**config.mk**
```make
export PLATFORM = sky130hd
export DESIGN_NAME = switch_debouncer
export DESIGN_NICKNAME = d
export VERILOG_FILES = /design/src/rtl/switch_debouncer.sv
export SDC_FILE = /design/constraint.sdc
export NUM_CORES = 1
export LEC_CHECK = 0
export ABC_AREA = 1
export ABC_CLOCK_PERIOD_IN_PS = 3700
export CAP_MARGIN = 0
export CELL_PAD_IN_SITES_DETAIL_PLACEMENT = 0
export CELL_PAD_IN_SITES_GLOBAL_PLACEMENT = 1
export CORE_ASPECT_RATIO = 0.8
export CORE_UTILIZATION = 48
export DETAILED_ROUTE_END_ITERATION = 8
export DONT_BUFFER_PORTS = 1
export PLACE_DENSITY_LB_ADDON = 0.1
export SYNTH_ARGS = -nofsm -noshare
export SYNTH_HDL_FRONTEND = slang
export SYNTH_SLANG_ARGS = --single-unit
```
**constraint.sdc**
```tcl
create_clock -name MAX10_CLK1_50 -period 3.7 [get_ports MAX10_CLK1_50]
set_input_delay 0.37 -clock MAX10_CLK1_50 [delete_from_list [all_inputs] [get_ports MAX10_CLK1_50]]
set_output_delay 0.37 -clock MAX10_CLK1_50 [all_outputs]
set_load 0.05 [all_outputs]
```
**src/rtl/switch_debouncer.sv**
```systemverilog
// Two-flop synchroniser and stability counter per switch. Outputs the settled levels,
// one-cycle rise/fall pulses and a wrapping count of accepted changes.
module switch_debouncer #(
   parameter int N               = 6,
   parameter int DEBOUNCE_CYCLES = 500000,
   parameter int CNT_W           = 19
) (
   input  logic         MAX10_CLK1_50,
   input  logic         KEY0,
   input  logic [0:N-1] SW,
   output logic [0:N-1] SW_CLEAN,
   output logic [0:N-1] SW_RISE,
   output logic [0:N-1] SW_FALL,
   output logic [7:0]   EVENT_CNT
);

   localparam logic [CNT_W-1:0] LP_LAST = CNT_W'(DEBOUNCE_CYCLES - 1);

   logic [0:N-1] w_accept;
   logic [7:0]   w_pop;
   logic [7:0]   r_event;

   genvar gi;
   generate
      for (gi = 0; gi < N; gi++) begin : g_bit
         logic             r_sync1;
         logic             r_sync2;
         logic             r_clean;
         logic             r_rise;
         logic             r_fall;
         logic [CNT_W-1:0] r_cnt;
         logic             w_diff;

         assign w_diff       = r_sync2 ^ r_clean;
         assign w_accept[gi] = w_diff && (r_cnt == LP_LAST);

         // A bounce back to the settled level clears the counter, so only an
         // unbroken run of the new level is ever accepted.
         always_ff @(posedge MAX10_CLK1_50 or negedge KEY0) begin
            if (!KEY0) begin
               r_sync1 <= 1'b0;
               r_sync2 <= 1'b0;
               r_clean <= 1'b0;
               r_rise  <= 1'b0;
               r_fall  <= 1'b0;
               r_cnt   <= '0;
            end else begin
               r_sync1 <= SW[gi];
               r_sync2 <= r_sync1;
               if (!w_diff || w_accept[gi])
                  r_cnt <= '0;
               else
                  r_cnt <= r_cnt + CNT_W'(1);
               if (w_accept[gi])
                  r_clean <= r_sync2;
               r_rise <= w_accept[gi] & r_sync2;
               r_fall <= w_accept[gi] & ~r_sync2;
            end
         end

         assign SW_CLEAN[gi] = r_clean;
         assign SW_RISE[gi]  = r_rise;
         assign SW_FALL[gi]  = r_fall;
      end
   endgenerate

   always_comb begin
      w_pop = '0;
      for (int i = 0; i < N; i++)
         w_pop = w_pop + {7'd0, w_accept[i]};
   end

   always_ff @(posedge MAX10_CLK1_50 or negedge KEY0) begin
      if (!KEY0)
         r_event <= '0;
      else
         r_event <= r_event + w_pop;
   end

   assign EVENT_CNT = r_event;

endmodule
```
==> metrics.md, run 1 <==
| Metric | Value |
|---|---|
| Result of the run | `finished with violations` |
| Violated checks | `negative hold slack` |
| Number of cells in the finished layout apart from fillers | `1,256` |
| Most common cell after layout, fill and taps aside | `sky130_fd_sc_hd__nor2_1` |
| IO buf count | `0` |
| CTS Buf Count | `17` |
| Clock Root Buffer | `sky130_fd_sc_hd__clkbuf_16` |
| Power share of the clock group | `51.2%` |
| 1st-pass router iterations | `6` |
| Worst ir drop on vdd | `265 uV` |
| Flip-flop and latch count after synthesis | `152` |
| Setup-failing EPs final | `0` |
| Die extent in x | `148 um` |
| Maximum clock frequency | `0.289 GHz` |
| Area growth syn-to-layout | `10.2%` |
| Number of vias in the routed layout | `5,906` |
| Final clock skew | `0.00840 ns` |
| Clock tree buffer depth | `2` |
| Seq pwr share | `46.7%` |
| Reg-to-reg critical path startpoint | `g_bit[3].r_cnt[0]$_DFF_PN0_` |
| Drt wl/cell | `12.9 um` |
| Total Die Area | `17,600 um^2` |
| Type of element launching the critical path | `flip-flop` |
| Slew at the pin closest to its max-slew limit | `0.581 ns` |
| Met2 track demand over resource | `27.9%` |
| Placed cell count | `1,215` |
| Total of hold buffers inserted after clock tree synthesis | `6` |
| Pleak | `4.15 nW` |
| Post-synthesis cell count | `1,015` |
| Avg Vias per Cell | `4.70` |
| Die H | `119 um` |
| Clock latency reported for the late side of the worst-skew pair | `0.43 ns` |
| Number of levels in the clock H-tree | `4` |
| Post-route worst hold slack | `-0.368 ns` |
| # DRC | `0` |
| Category of the worst setup path capture point | `flip-flop` |
| Mapped Area | `8200 um^2` |
| CTS tree | `done` |
| Antenna Cells | `0` |
| Wire length of the first global-routing pass | `28.0 mm` |
| Post-CTS clock slew at the launch and capture registers of the worst setup and hold paths | `0.06 ns` |
| Critical R2R Capture | `EVENT_CNT[4]$_DFF_PN0_` |
| Worst slew slack as a fraction of its limit | `61.3%` |
| Syn Area/Cell | `8.07 um^2` |
| Standard-cell rows | `42` |
| Unrepaired setup endpoints after global routing | `false` |
| GR met1 Demand/Resource | `31.0%` |
| Number of hold-slack violations in the final timing report | `152` |
| Count of routing violations after the opening detailed-route iteration | `322` |
| Final period utilization | `93.4%` |
| Maximum fanout along the worst path | `5` |
| Pint | `0.00289 W` |
| Number of unique standard cell types used by synthesis | `27` |
| Post-place instance area | `8270 um^2` |
| Placeable core region | `16,600 um^2` |
| Initial cell density of the core | `49.4%` |
| Number of antenna-violating nets in the routed design | `0` |
| Logic pwr share | `2.2%` |
| Number of warnings issued by yosys | `0` |
| Setup CP Type | `reg -> reg` |
| Routability congestion estimate | `0.853` |
| Initial antenna violation count | `0` |
| GRT Residual Overflow | `0` |
| Clock Sink Count | `152` |
| Minimum setup slack among reg-to-reg paths | `0.24 ns` |
| Detailed placement HPWL | `11.4 mm` |
| Pin count of the biggest net entering global routing | `153` |
| Final max-slew violation count | `0` |
| Worst Reg-to-Reg Cells | `17` |
| Met3 routing resource usage after global routing | `4.02%` |
| Worst endpoint data arrival time | `3.75 ns` |
| Most Used Layer, Global Route | `met1` |
| Part of the Yosys area used for sequential elements | `46.4%` |
| Final design instance area without fill | `9030 um^2` |
| Total net switching power | `0.000758 W` |
| Power density cells | `404 nW/um^2` |
| Max capacitance violation total | `0` |
| Final routed wirelength across all metal layers | `16.2 mm` |
| Required time worst endpoint | `3.99 ns` |
| Boundary Pins | `34` |
| Proportion of layout cells with a drive suffix above 1 | `12.8%` |
| Post-synthesis net count | `1,036` |
| Highest-count cells in the layout ignoring fill and taps | `sky130_fd_sc_hd__nor2_1, sky130_fd_sc_hd__nand2_1, sky130_fd_sc_hd__dfrtp_1` |
| Final layout net count | `1,044` |
| HP Class | `in -> async` |
| Period minus WS final | `3.46 ns` |
| Via count of the first global-routing pass | `5,591` |
| Switching share of power | `20.8%` |
| Summed negative setup slack over all endpoints | `0 ns` |
| All-Layer GR Usage | `20.2%` |
[how the worst max path moves through the flow]
stage	endpoint	startpoint	cells after the start	slack, ns
global placement	EVENT_CNT[4]$_DFF_PN0_	g_bit[3].r_cnt[0]$_DFF_PN0_	17	0.22
detailed placement	EVENT_CNT[4]$_DFF_PN0_	g_bit[3].r_cnt[0]$_DFF_PN0_	17	0.11
global route	EVENT_CNT[4]$_DFF_PN0_	g_bit[3].r_cnt[0]$_DFF_PN0_	17	0.003
floorplan	EVENT_CNT[4]$_DFF_PN0_	g_bit[3].r_cnt[0]$_DFF_PN0_	17	0.43
finish	EVENT_CNT[4]$_DFF_PN0_	g_bit[3].r_cnt[0]$_DFF_PN0_	17	0.24
CTS	EVENT_CNT[4]$_DFF_PN0_	g_bit[3].r_cnt[0]$_DFF_PN0_	17	0.09
[stage by stage]
step | util, % | power, W | setup slack [ns]
after floorplan | - | 0.00180 | 0.426
after CTS | 54.0 | 0.00370 | 0.0937
after detailed placement | 49.8 | 0.00181 | 0.107
final | 54.4 | 0.00365 | 0.245
after global placement | 49.8 | 0.00181 | 0.218
after global routing | 54.4 | 0.00378 | 0.00314
[cell type report]
class                           instances  area, um^2
Sequential cell                       152        3800
Tap cell                              220         275
Clock buffer                           20         467
Fill cell                            1636        7580
Timing Repair Buffer                   14         120
Multi-Input combinational cell        717        3730
Inverter                              121         454
Clock inverter                         12         173
[sequential cells by signal (all words and copies together), names as in the netlist]
register and cells:
EVENT_CNT 8, g_bit.r_clean 6, g_bit.r_cnt 114, g_bit.r_fall 6, g_bit.r_rise 6, g_bit.r_sync1 6
g_bit.r_sync2 6
[cell usage after synthesis]
cell / instances / area [um^2]
sky130_fd_sc_hd__o21bai_1: 11 / 82.6
sky130_fd_sc_hd__inv_1: 113 / 424
sky130_fd_sc_hd__nand3_4: 1 / 17.5
sky130_fd_sc_hd__nand3_2: 7 / 70.1
sky130_fd_sc_hd__o21ai_1: 1 / 5.00
sky130_fd_sc_hd__nor3_1: 11 / 55.1
sky130_fd_sc_hd__o21ai_0: 6 / 30.0
sky130_fd_sc_hd__nand2_2: 6 / 37.5
sky130_fd_sc_hd__a21oi_1: 11 / 55.1
sky130_fd_sc_hd__ha_1: 9 / 113
sky130_fd_sc_hd__inv_2: 8 / 30.0
sky130_fd_sc_hd__nand4_1: 12 / 75.1
sky130_fd_sc_hd__nand3_1: 74 / 370
sky130_fd_sc_hd__dfrtp_1: 152 / 3800
sky130_fd_sc_hd__nor2_1: 214 / 803
sky130_fd_sc_hd__buf_6: 4 / 45.0
sky130_fd_sc_hd__xnor2_1: 39 / 342
sky130_fd_sc_hd__nand2_1: 208 / 781
sky130_fd_sc_hd__buf_4: 18 / 135
sky130_fd_sc_hd__nor2_4: 2 / 22.5
sky130_fd_sc_hd__or2_2: 3 / 18.8
sky130_fd_sc_hd__nand3b_1: 5 / 37.5
sky130_fd_sc_hd__nand2_4: 6 / 67.6
sky130_fd_sc_hd__nor2_2: 51 / 319
sky130_fd_sc_hd__xor2_1: 36 / 315
sky130_fd_sc_hd__fa_1: 4 / 80.1
sky130_fd_sc_hd__buf_12: 3 / 60.1
[per-layer routing]
metal  vias up  wire, um
met5         -         0
li1       3134         -
met2        54      6750
met4         0       223
met3        16       426
met1      2702      8830
[repair_timing]
| item | CTS | global route |
|---|---|---|
| hold endpoints to repair | 158 | 152 |
| gates resized for setup | 0 | 11 |
| setup buffers | 0 | 3 |
| setup endpoints to repair | 0 | 2 |
[cell families after synthesis]
group                    synth area share (%)
AO/OA/AOI/OAI                            2.11
XOR/XNOR                                 8.02
adder cells (fa/ha/maj)                  2.35
buffers and inverters                    8.47
flip-flops                               46.4
AND/OR/NAND/NOR                          32.6
[power groups by stage]
| stage | clock [W] | sequential, W | combinational, W |
|---|---|---|---|
| 6_report | 0.00187 | 0.00170 | 0.0000786 |
| 5_1_grt | 0.00198 | 0.00171 | 0.0000899 |
| 3_3_place_gp | 0 | 0.00173 | 0.0000743 |
| 4_1_cts | 0.00192 | 0.00170 | 0.0000793 |
| 2_1_floorplan | 0 | 0.00173 | 0.0000712 |
| 3_5_place_dp | 0 | 0.00173 | 0.0000737 |
[worst max-delay path, stage by stage, from the launching register on]
cell and delay (ns):
sky130_fd_sc_hd__dfrtp_1 0.37, sky130_fd_sc_hd__ha_2 0.23, sky130_fd_sc_hd__nand3_2 0.11, sky130_fd_sc_hd__inv_2 0.11
sky130_fd_sc_hd__nand3_4 0.11, sky130_fd_sc_hd__inv_1 0.09, sky130_fd_sc_hd__nand2_1 0.07, sky130_fd_sc_hd__fa_1 0.53
sky130_fd_sc_hd__inv_1 0.06, sky130_fd_sc_hd__fa_1 0.51, sky130_fd_sc_hd__inv_1 0.06, sky130_fd_sc_hd__fa_1 0.38
sky130_fd_sc_hd__inv_1 0.09, sky130_fd_sc_hd__fa_1 0.19, sky130_fd_sc_hd__nand2_1 0.05, sky130_fd_sc_hd__inv_1 0.08
sky130_fd_sc_hd__o21ai_0 0.09, sky130_fd_sc_hd__xnor2_1 0.16
(Power assumes the default switching activity.)
==> inputs of run 2 (changes only) <==
- REMOVE_ABC_BUFFERS: unset -> 1
==> run 2 against run 1 <==
Effect of this change: the flow still finishes with violations (negative hold slack); sequential share of layout area rose by 0.40 points; sequential power about the same; first-iteration DRC count up 15%; hold slack better by 0.013 ns; utilization decreased by 0.53 points; via count is 0.64% higher; non-clock buffer count decreased by 3; worst setup slack better by 0.041 ns; largest power group is now registers; critical path depth stayed put; final area decreased by 0.98%; clock skew rose by 0.00099 ns; sequential cell count did not move; critical endpoint unchanged.
==> metrics.md, run 2 (same netlist as run 1, synthesis figures left out) <==
| Metric | Value |
|---|---|
| Max capacitance violation total | `0` |
| Setup-failing EPs final | `0` |
| Final design instance area without fill | `8940 um^2` |
| Via count of the first global-routing pass | `5,729` |
| Wire length of the first global-routing pass | `28.2 mm` |
| Avg Vias per Cell | `4.74` |
| All-Layer GR Usage | `20.1%` |
| Area growth syn-to-layout | `9.08%` |
| Final max-slew violation count | `0` |
| Most common cell type on the critical path | `sky130_fd_sc_hd__inv_1` |
| Number of antenna-violating nets in the routed design | `0` |
| Total Die Area | `17,600 um^2` |
| Final setup margin | `0.285 ns` |
| Period minus WS final | `3.41 ns` |
| Result of the run | `finished with violations` |
| Worst slack, placed | `0.212 ns` |
| Clock Root Buffer | `sky130_fd_sc_hd__clkbuf_16` |
| Final routed wirelength across all metal layers | `16.0 mm` |
| Proportion of layout cells with a drive suffix above 1 | `12.3%` |
| Most common cell after layout, fill and taps aside | `sky130_fd_sc_hd__nor2_1` |
| Initial cell density of the core | `49.4%` |
| Boundary Pins | `34` |
| Minimum setup slack among reg-to-reg paths | `0.29 ns` |
| Highest-count cells in the layout ignoring fill and taps | `sky130_fd_sc_hd__nor2_1, sky130_fd_sc_hd__nand2_1, sky130_fd_sc_hd__dfrtp_1` |
| Die H | `119 um` |
| Number of levels in the clock H-tree | `4` |
| CTS tree | `done` |
| Worst slew slack as a fraction of its limit | `61.5%` |
| Drt wl/cell | `12.8 um` |
| Pin count of the biggest net entering global routing | `153` |
| Register name with the most flops | `g_bit.r_cnt` |
| Required time worst endpoint | `3.98 ns` |
| Summed negative setup slack over all endpoints | `0 ns` |
| Clock latency reported for the late side of the worst-skew pair | `0.42 ns` |
| Slowest cell delay on critical path | `0.50 ns` |
| Logic pwr share | `2.2%` |
| Initial antenna violation count | `0` |
| Gate family responsible for the most delay along the worst path | `adder cells` |
| Worst endpoint data arrival time | `3.69 ns` |
| Final clock skew | `0.00939 ns` |
| Unrepaired setup endpoints after global routing | `false` |
| Die extent in x | `148 um` |
| 1st-pass router iterations | `4` |
| Final layout net count | `1,041` |
| Detailed placement HPWL | `11.4 mm` |
| Worst ir drop on vdd | `263 uV` |
| Violated checks | `negative hold slack` |
| Switching share of power | `21.5%` |
| Seq pwr share | `48.9%` |
| Placeable core region | `16,600 um^2` |
| Setup CP Type | `reg -> reg` |
| Post-route worst hold slack | `-0.354 ns` |
| Clock tree buffer depth | `2` |
| HP Class | `in -> async` |
| Category of the worst setup path capture point | `flip-flop` |
| Clock Sink Count | `152` |
| Maximum fanout along the worst path | `5` |
| # DRC | `0` |
| Power after layout | `0.00348 W` |
| Slowest stage cell on the critical path | `sky130_fd_sc_hd__fa_1` |
| Total of hold buffers inserted after clock tree synthesis | `6` |
| GRT Residual Overflow | `0` |
| Count of routing violations after the opening detailed-route iteration | `371` |
| Total net switching power | `0.000748 W` |
| Power share of the clock group | `48.9%` |
| Crit path buf inv count | `6` |
| Antenna Cells | `0` |
| Power density cells | `390 nW/um^2` |
| IO buf count | `0` |
| Pleak | `4.10 nW` |
| Final period utilization | `92.3%` |
| CTS Buf Count | `17` |
| Post-place instance area | `8270 um^2` |
| Post-CTS clock slew at the launch and capture registers of the worst setup and hold paths | `0.06 ns` |
| Pint | `0.00274 W` |
| Slew at the pin closest to its max-slew limit | `0.577 ns` |
| Max FFs per register | `114` |
| Routability congestion estimate | `0.831` |
| Maximum clock frequency | `0.293 GHz` |
| Number of hold-slack violations in the final timing report | `152` |
| Critical Path, Cell by Cell | `ha_2 > nand3_1 > inv_2 > nand3_4 > inv_1 > nand2_1 > fa_1 > inv_1 > fa_1 > inv_1 > fa_1 > inv_1 > fa_1 > nand2_1 > inv_1 > o21ai_0 > xnor2_1` |
| Number of setup buffers added after CTS | `0` |
| Number of vias in the routed layout | `5,944` |
| Standard-cell rows | `42` |
| Type of element launching the critical path | `flip-flop` |
[run 2: final timing paths]
path,start,endpoint,cells past startpoint
worst min register to register,g_bit[0].r_sync1$_DFF_PN0_,g_bit[0].r_sync2$_DFF_PN0_,0
min in group MAX10_CLK1_50,g_bit[0].r_sync1$_DFF_PN0_,g_bit[0].r_sync2$_DFF_PN0_,0
worst max register to register,g_bit[5].r_cnt[0]$_DFF_PN0_,EVENT_CNT[4]$_DFF_PN0_,17
worst max-delay path,g_bit[5].r_cnt[0]$_DFF_PN0_,EVENT_CNT[4]$_DFF_PN0_,17
max in group asynchronous,KEY0,g_bit[1].r_cnt[11]$_DFF_PN0_,0
worst min-delay path,KEY0,g_bit[2].r_cnt[12]$_DFF_PN0_,0
[run 2: per-layer routing]
layer	wire, um	part of all wire, %	track usage (%)	up-vias
li1	-	-	-	3120
met1	8770	55	30.6	2767
met2	6640	42	28.9	47
met3	441	2.8	4.94	10
met4	121	0.76	4.12	0
met5	0	0	0	-
[run 2: through the flow]
step | utilization (%) | std cells
after floorplan | - | 990
after global placement | 49.8 | 1215
after detailed placement | 49.8 | 1215
after CTS | 53.7 | 1253
after global routing | 53.8 | 1253
final | 53.8 | 1253
[run 2: power groups by stage]
stage | clock network [W] | logic, W | registers [W]
after floorplan | 0 | 0.0000599 | 0.00173
after global placement | 0 | 0.0000738 | 0.00173
after detailed placement | 0 | 0.0000737 | 0.00173
after CTS | 0.00175 | 0.0000792 | 0.00170
after global routing | 0.00182 | 0.0000914 | 0.00171
final | 0.00170 | 0.0000781 | 0.00170
[run 2: final cells by class]
type                    count  area (um^2)
multi-input cells         717         3730
inverters                 121          454
flip-flops and latches    152         3800
repair buffers             11         97.6
well taps                 220          275
clock inverters            13          129
fillers                  1656         7670
clock buffers              19          453
[run 2: timing repair]
item / 4_1_cts / 5_1_grt
hold endpoints to repair: 158 / 152
resized for setup: 0 / 8
endpoints found under the setup margin: 0 / 2
[run 2: worst register-to-register path: stages, from the launching register on]
cell and delay (ns):
sky130_fd_sc_hd__dfrtp_1 0.38, sky130_fd_sc_hd__ha_2 0.22, sky130_fd_sc_hd__nand3_1 0.15, sky130_fd_sc_hd__inv_2 0.12, sky130_fd_sc_hd__nand3_4 0.12, sky130_fd_sc_hd__inv_1 0.09, sky130_fd_sc_hd__nand2_1 0.07, sky130_fd_sc_hd__fa_1 0.49
sky130_fd_sc_hd__inv_1 0.05, sky130_fd_sc_hd__fa_1 0.50, sky130_fd_sc_hd__inv_1 0.05, sky130_fd_sc_hd__fa_1 0.37, sky130_fd_sc_hd__inv_1 0.09, sky130_fd_sc_hd__fa_1 0.18, sky130_fd_sc_hd__nand2_1 0.05, sky130_fd_sc_hd__inv_1 0.08
sky130_fd_sc_hd__o21ai_0 0.09, sky130_fd_sc_hd__xnor2_1 0.16
